<file path="src/rtl/mult_datapath.sv">
// Shift-add datapath for the sequential multiplier: operand shifters, product
// accumulator and iteration counter, steered cycle by cycle by the multiplier FSM.
module mult_datapath #(
    parameter int WIDTH = 32,
    parameter int CW    = 6
) (
    input  logic                 clk_i,
    input  logic                 rst_ni,
    input  logic [WIDTH-1:0]     a_i,
    input  logic [WIDTH-1:0]     b_i,
    input  logic                 a_sel_i,
    input  logic                 b_sel_i,
    input  logic                 prod_sel_i,
    input  logic                 add_sel_i,
    input  logic                 cont_flag_i,
    output logic                 b_lsb_o,
    output logic [CW-1:0]        cont_o,
    output logic                 cont_done_o,
    output logic [2*WIDTH-1:0]   product_o
);

    localparam int PW = 2 * WIDTH;
    localparam logic [CW-1:0] CNT_MAX = CW'(WIDTH);

    logic [PW-1:0]    a_q, a_d;
    logic [WIDTH-1:0] b_q, b_d;
    logic [PW-1:0]    prod_q, prod_d;
    logic [CW-1:0]    cnt_q, cnt_d;
    logic             active;

    // Once the counter reaches WIDTH every shift/accumulate stops, freezing the result.
    assign active = (cnt_q < CNT_MAX);

    always_comb begin
        a_d = a_q;
        if (!a_sel_i) begin
            a_d = {{WIDTH{1'b0}}, a_i};
        end else if (active) begin
            a_d = a_q << 1;
        end
    end

    always_comb begin
        b_d = b_q;
        if (!b_sel_i) begin
            b_d = b_i;
        end else if (active) begin
            b_d = b_q >> 1;
        end
    end

    // The add uses the pre-shift a_q, so a same-cycle load or shift never disturbs it.
    always_comb begin
        prod_d = prod_q;
        if (!prod_sel_i) begin
            prod_d = '0;
        end else if (active && add_sel_i) begin
            prod_d = prod_q + a_q;
        end
    end

    always_comb begin
        cnt_d = cnt_q;
        if (!prod_sel_i) begin
            cnt_d = '0;
        end else if (cont_flag_i && active) begin
            cnt_d = cnt_q + 1'b1;
        end
    end

    always_ff @(posedge clk_i or negedge rst_ni) begin
        if (!rst_ni) begin
            a_q    <= '0;
            b_q    <= '0;
            prod_q <= '0;
            cnt_q  <= '0;
        end else begin
            a_q    <= a_d;
            b_q    <= b_d;
            prod_q <= prod_d;
            cnt_q  <= cnt_d;
        end
    end

    assign b_lsb_o     = b_q[0];
    assign cont_o      = cnt_q;
    assign cont_done_o = (cnt_q == CNT_MAX);
    assign product_o   = prod_q;

endmodule

</file>
<file path="config.mk">
export PLATFORM = sky130hd
export DESIGN_NAME = mult_datapath
export DESIGN_NICKNAME = d
export VERILOG_FILES = /design/src/rtl/mult_datapath.sv
export SDC_FILE = /design/constraint.sdc
export NUM_CORES = 1
export LEC_CHECK = 0
export CORE_MARGIN = 2
export CORE_UTILIZATION = 25
export CTS_BUF_LIST = sky130_fd_sc_hd__clkbuf_2
export DETAILED_ROUTE_END_ITERATION = 10
export PLACE_DENSITY = 0.51
export SKIP_LAST_GASP = 1
export SYNTH_ARGS = -nofsm -noshare
export SYNTH_HDL_FRONTEND = slang
export SYNTH_SLANG_ARGS = --single-unit
</file>
<file path="constraint.sdc">
create_clock -name clk_i -period 4.75 [get_ports clk_i]
set_clock_uncertainty 0.2 [all_clocks]
set_input_delay 0.95 -clock clk_i [delete_from_list [all_inputs] [get_ports clk_i]]
set_output_delay 0.95 -clock clk_i [all_outputs]
set_load 0.005 [all_outputs]
</file>
==> out/summary.txt, run 1 <==
Routed Wire Length - 31480 um
# IOs - 143
post-layout util - 30.38%
cell count after synthesis - 1245
DIE HEIGHT - 213.3 um
worst stage delay on the critical path - 0.46 ns
H-tree depth - 4
Synth Area per Inst - 8.799 um^2
dpl hpwl - 23510 um
CTS Sinks - 166
EDFF count, synth - 0
FP Rows - 76
Die X - 213.3 um
post-route ant nets - 0
Vias - 9253
critical path, cell by cell - ha_1, inv_1, fa_1, and2b_1, o21bai_1, a21bo_1, a311oi_2, a41oi_2, o311a_4, o31ai_1, nand3_1, a21oi_1, mux2_1, o211ai_1
asr flop ratio synth - 100.0%
Setup TNS - 0 ns
core outline area - 43170 um^2
pins over their slew limit - 0
first-iteration detailed-routing DRC count - 421
Area Growth Syn to Fin - 19.75%
Nets - 1476
sequential share of the synthesized area - 37.92%
Static Leak - 5.384 nW
total power draw - 0.003753 W
GPL Wtd Cong - 0.8668
synthesized area - 10950 um^2
Critical-path top delay cell - o311a_4
FILL cells - 4715
largest net degree at the start of global routing - 107
Synth Flop Type - dfrtp_1
Routed WL per cell - 16.24 um
DP Cell Count - 1904
area leader, netlist - dfrtp_1
Synth top cells by count - a21oi_1, dfrtp_1, nand2_1
die area - 45510 um^2
status - finished, final reports clean
Remaining Overflow, GRT - 0
Hold Crit Class - reg -> reg
Data arrival, critical path - 4.64 ns
maximum fanout along the worst path - 5
Worst VDD drop - 139.5 uV
post-layout min period - 4.123 ns
port bufs - 142
RSZ-0062 raised after global routing - false
synth unique cells - 65
Max Cap Viol - 0
# setup viols final - 0
share of cells above drive strength 1 - 4.956%
top post-synthesis cells by area - dfrtp_1, mux2i_1, a21oi_1
Slew HR - 32.28%
Vias/cell - 4.775
Crit path required time - 5.27 ns
Global Route Usage Sum - 14.20%
Max Fclk - 242.5 MHz
Crit Path Class - reg -> reg
Longest Clk Path Bufs - 2
WHS - 0.3429 ns
antenna violations before repair - 2
initial cell density of the core - 25.37%
CTS buffer count - 17
Critical Path End Type - flip-flop
Synth Net Count - 1382
final hold vios - 0
#FFs+latches synth - 166
first drt pass iteration count - 8
family with the most delay on the worst path - compound AO/OA/AOI/OAI gates
count leader, synth - a21oi_1
Synth top area share - 37.92%
CTS tree - yes
Cell Pwr Density - 286.1 nW/um^2
global-route wire length before repair - 51120 um
Worst Setup Start Kind - flip-flop
number of global-route vias before repair - 9449
DRC Markers - 0
Clock transition at path regs - 0.26 ns
worst-margin pin slew - 1.016 ns
post-cts gate resize count - 0
Clk Latency, worst-skew pair - 0.82 ns
non-filler cells, final - 1938
Syn. warnings - 0
buffer and inverter count on the worst path - 1
clk root buf - clkbuf_2
Final Cycle Share - 86.80%
==> cells by family after synthesis <==
| group | share of synthesized area, % |
|---|---|
| AO/OA/AOI/OAI | 19.99 |
| XOR/XNOR | 4.717 |
| buffers and inverters | 3.621 |
| flip-flops | 37.92 |
| multiplexers | 8.784 |
| adder cells (fa/ha/maj) | 7.607 |
| AND/OR/NAND/NOR | 17.36 |
==> where the power goes <==
group / total (W) / internal [W] / leakage [nW] / switching, W
sequential: 0.00163 / 0.00153 / 2.11 / 0.000101
clock: 0.000730 / 0.000154 / 0.129 / 0.000576
combinational: 0.00139 / 0.000624 / 3.15 / 0.000769
total: 0.00375 / 0.00231 / 5.38 / 0.00145
==> per-stage QoR <==
stage               area, um^2  worst slack [ns]
global route             13120            0.3549
global placement         12900            0.8610
CTS                      13120            0.6142
detailed placement       12900            0.7192
floorplan                10950             1.165
finish                   13120            0.6268
==> worst paths after layout <==
path	start	to	slack, ns	depth (start not counted)
worst max-delay path	product_o[0]$_DFFE_PN0P_	product_o[58]$_DFFE_PN0P_	0.63	14
worst min-delay path	b_q[31]$_DFFE_PN0P_	b_q[31]$_DFFE_PN0P_	0.34	2
worst max register to register	product_o[0]$_DFFE_PN0P_	product_o[58]$_DFFE_PN0P_	0.63	14
worst min register to register	b_q[31]$_DFFE_PN0P_	b_q[31]$_DFFE_PN0P_	0.34	2
max in group asynchronous	rst_ni	cont_o[5]$_DFFE_PN0P_	2.82	3
min in group asynchronous	rst_ni	a_q[62]$_DFFE_PN0P_	0.44	2
==> timing repair <==
| item | CTS | global route |
|---|---|---|
| setup buffers | 0 | 0 |
| hold endpoints to repair | 60 | 0 |
| hold buffers | 1 | 0 |
==> layout by cell type, fill, tap and decap left out, types with 4 or more instances in the layout <==
master / netlist / routed
o21ai_1: 7 / 7
nand3_1: 34 / 34
clkdlybuf4s50_1: 0 / 139
a41oi_1: 5 / 5
and3_1: 5 / 5
a21o_1: 41 / 41
or2_2: 7 / 7
o21ai_0: 45 / 45
nand2_1: 130 / 130
nor4_1: 5 / 5
clkinv_4: 0 / 4
clkbuf_2: 0 / 18
mux2i_1: 95 / 95
xor2_1: 21 / 21
dfrtp_1: 166 / 165
and4_1: 6 / 6
nand4_1: 17 / 17
nor3_1: 11 / 11
nor2_1: 113 / 113
and2_1: 8 / 8
a211oi_1: 10 / 10
xnor2_1: 38 / 38
or3_1: 6 / 6
ha_1: 65 / 65
o21bai_1: 10 / 10
o21a_1: 15 / 15
nor2b_1: 43 / 42
a21oi_1: 177 / 177
inv_6: 0 / 7
buf_4: 3 / 9
a21boi_0: 4 / 4
a31oi_1: 10 / 10
inv_1: 21 / 20
==> state kept, by name (all words and copies together), names as in the netlist <==
| register | flops |
|---|---|
| a_q | 64 |
| b_q | 32 |
| cont_o | 6 |
| product_o | 64 |
==> routing by layer <==
| layer | vias to the layer above | wire length [um] | global-route usage [%] |
|---|---|---|---|
| met5 | - | 14 | 0 |
| met4 | 2 | 212 | 2.610 |
| met3 | 14 | 1610 | 3.442 |
| met2 | 184 | 14520 | 23.07 |
| met1 | 4443 | 15120 | 19.28 |
| li1 | 4610 | - | - |
==> cell type report <==
cell class,count,area (um^2),area share (%)
well taps,585,732.0,5.580
inverters,21,78.83,0.6009
clock buffers,18,90.09,0.6868
clock inverters,14,112.6,0.8584
flip-flops and latches,166,4158,31.70
multi-input cells,979,6414,48.89
diodes,1,2.502,0.01908
repair buffers,154,1530,11.67
==> worst register-to-register path: stages, from the launching register on <==
cell      delay, ns
dfrtp_1        0.44
ha_1           0.20
inv_1          0.07
fa_1           0.37
and2b_1        0.24
o21bai_1       0.09
a21bo_1        0.21
a311oi_2       0.33
a41oi_2        0.27
o311a_4        0.46
o31ai_1        0.36
nand3_1        0.18
a21oi_1        0.20
mux2_1         0.34
o211ai_1       0.09
(Power assumes the default switching activity.)
==> inputs of run 2 (changes only) <==
--- a/config.mk
+++ b/config.mk
@@ -5,6 +5,7 @@
 export SDC_FILE = /design/constraint.sdc
 export NUM_CORES = 1
 export LEC_CHECK = 0
+export ABC_AREA = 1
 export CORE_MARGIN = 2
 export CORE_UTILIZATION = 25
 export CTS_BUF_LIST = sky130_fd_sc_hd__clkbuf_2
==> run 2 against run 1 <==
Against the previous run: register-to-register slack improved by 1.3 ns; synthesized cell count rose by 59%; combinational power fell by 39%; die area rose by 13%; setup slack improved by 0.34 ns; global-route usage rose by 2.9 points; area after synthesis rose by 14%; critical path type is now reg -> out; largest power group unchanged; highest routed layer unchanged.
==> out/summary.txt, run 2 <==
status - finished, final reports clean
Syn. warnings - 0 (unchanged)
Post-CTS Repair Setup Buffers - 0 (unchanged)
cell count after synthesis - 1981 (+59%)
first drt pass iteration count - 7 (-1)
final hold vios - 0 (unchanged)
clk root buf - clkbuf_2
first-iteration detailed-routing DRC count - 653 (+55%)
DRC Markers - 0 (unchanged)
#FFs+latches synth - 166 (unchanged)
FILL cells - 5593 (+19%)
dpl hpwl - 33960 um (+44%)
WHS - 0.2709 ns (-0.07203 ns)
r2r endpoint - product_o[50]$_DFFE_PN0P_
Die X - 227.1 um (+6.4%)
Cell Pwr Density - 221.1 nW/um^2 (-23%)
Vias/cell - 4.359 (-8.7%)
CP Launch Point - cont_o[5]$_DFFE_PN0P_
Synth Net Count - 2118 (+53%)
worst setup path end - cont_o[5]
r2r setup slk - 1.95 ns (+1.32 ns)
FP Rows - 81 (+6.6%)
DIE HEIGHT - 227.1 um (+6.4%)
Synth Flop Type - dfrtp_1
Placed Area - 14600 um^2 (+13%)
Setup TNS - 0 ns (unchanged)
Clk Latency, worst-skew pair - 1.02 ns (+0.20 ns)
pins over their slew limit - 0 (unchanged)
antenna violations before repair - 5 (+3)
Global Route Usage Sum - 17.12% (+2.9 points)
count leader, synth - nand2_1
CTS buffer count - 17 (unchanged)
critical path, cell by cell - buf_4, clkdlybuf4s50_1
top post-synthesis cells by area - dfrtp_1, nand2_1, inv_1
core outline area - 49050 um^2 (+14%)
CTS Sinks - 166 (unchanged)
maximum fanout along the worst path - 20 (+15)
global-route wire length before repair - 66830 um (+31%)
Nets - 2249 (+52%)
number of global-route vias before repair - 11.98k (+27%)
area leader, netlist - dfrtp_1
most frequent cells in the layout - nand2_1, inv_1, dfrtp_1
Final Cycle Share - 79.75% (-7.1 points)
EDFF count, synth - 0 (unchanged)
# IOs - 143 (unchanged)
H-tree depth - 4 (unchanged)
post-layout min period - 3.788 ns (-0.3350 ns)
Synth top cells by count - nand2_1, inv_1, dfrtp_1
worst stage delay on the critical path - 0.74 ns (+0.28 ns)
Data arrival, critical path - 2.64 ns (-2.00 ns)
hold_sp - b_i[31]
Max Fclk - 264.0 MHz (+8.8%)
largest net degree at the start of global routing - 86 (-20%)
Remaining Overflow, GRT - 0 (unchanged)
hold buffer count at CTS - 1 (unchanged)
# setup viols final - 0 (unchanged)
post-cts gate resize count - 0 (unchanged)
DP Cell Count - 2756 (+45%)
Longest Clk Path Bufs - 2 (unchanged)
Max Cap Viol - 0 (unchanged)
Clock transition at path regs - 0.25 ns (about the same)
Routed WL per cell - 15.18 um (-6.5%)
non-filler cells, final - 2790 (+44%)
FF-to-FF Start - product_o[0]$_DFFE_PN0P_
post-route cell area - 14870 um^2 (+13%)
Synth top area share - 33.40% (-4.5 points)
R2R cell count - 15 (+1)
Hold Crit Class - in -> reg
Area Growth Syn to Fin - 19.55%
Critical Path End Type - primary output
Worst VDD drop - 162.4 uV (+16%)
sequential share of the synthesized area - 33.40% (-4.5 points)
Crit path required time - 3.60 ns (-1.67 ns)
post-route ant nets - 0 (unchanged)
total power draw - 0.003288 W (-12%)
Vias - 12.16k (+31%)
synthesized area - 12440 um^2 (+14%)
initial cell density of the core - 25.36% (about the same)
Critical-path top delay cell - dfrtp_1
RSZ-0062 raised after global routing - false
asr flop ratio synth - 100.0% (unchanged)
Synth Area per Inst - 6.279 um^2 (-29%)
CTS tree - yes
GPL Wtd Cong - 0.8969 (+3.5%)
worst-margin pin slew - 1.155 ns (+0.1396 ns)
Static Leak - 8.139 nW (+51%)
share of cells above drive strength 1 - 4.762% (-0.19 points)
commonest non-fill, non-tap cell in the layout - nand2_1
Worst Setup Start Kind - flip-flop
Crit Path Class - reg -> out
Slew HR - 22.89% (-9.4 points)
die area - 51550 um^2 (+13%)
port bufs - 142 (unchanged)
Routed Wire Length - 42360 um (+35%)
synth unique cells - 35 (-46%)
==> run 2: stage by stage <==
step	utilization [%]	setup WS [ns]
detailed placement	29.76	1.381
CTS	30.29	0.7934
global route	30.30	0.6499
finish	30.31	0.9618
global placement	29.76	1.473
floorplan	-	2.604
==> run 2: critical path: cells and delay by family, from the launching register on <==
kind / cells / cell delay, ns
flip-flops: 1 / 0.74
buffers and inverters: 2 / 0.87
==> run 2: layout make-up <==
type	instances	area (um^2)	area share (%)
diodes	5	12.51	0.08415
inverters	444	1667	11.21
clock inverters	11	161.4	1.085
clock buffers	17	85.08	0.5722
multi-input cells	1331	6459	43.44
well taps	664	830.8	5.587
flip-flops and latches	166	4154	27.94
repair buffers	152	1500	10.09
==> run 2: how the worst min path moves through the flow <==
stage	to	slack (ns)	cells after the start
2_1_floorplan	b_q[0]$_DFFE_PN0P_	0.27	2
3_3_place_gp	b_q[0]$_DFFE_PN0P_	0.29	2
3_5_place_dp	b_q[0]$_DFFE_PN0P_	0.29	2
4_1_cts	b_q[31]$_DFFE_PN0P_	0.10	3
5_1_grt	b_q[1]$_DFFE_PN0P_	0.15	3
6_report	b_q[31]$_DFFE_PN0P_	0.27	3
==> run 2: cells by family after synthesis <==
kind of cell	Yosys count	synth area share, %
and+or+nand+nor	990	32.43
buffers and inverters	484	14.74
AOI/OAI and AO/OA	271	12.45
DFF	166	33.40
adders and majority gates	66	6.700
xor gates and xnor gates	4	0.2817
==> run 2: report_power, final <==
part / total (W) / leakage [nW] / internal (W) / switching [W]
combinational: 0.000843 / 5.84 / 0.000317 / 0.000526
clock: 0.000869 / 0.141 / 0.000330 / 0.000539
sequential: 0.00158 / 2.15 / 0.00150 / 0.0000716
==> run 2: metal layers <==
metal / global-route usage (%) / up-vias / share of wire, %
met5: 0 / - / 0.026
met4: 5.397 / 2 / 2.2
met3: 4.969 / 42 / 6.1
met2: 27.07 / 215 / 44
met1: 22.48 / 5563 / 48
li1: - / 6339 / -
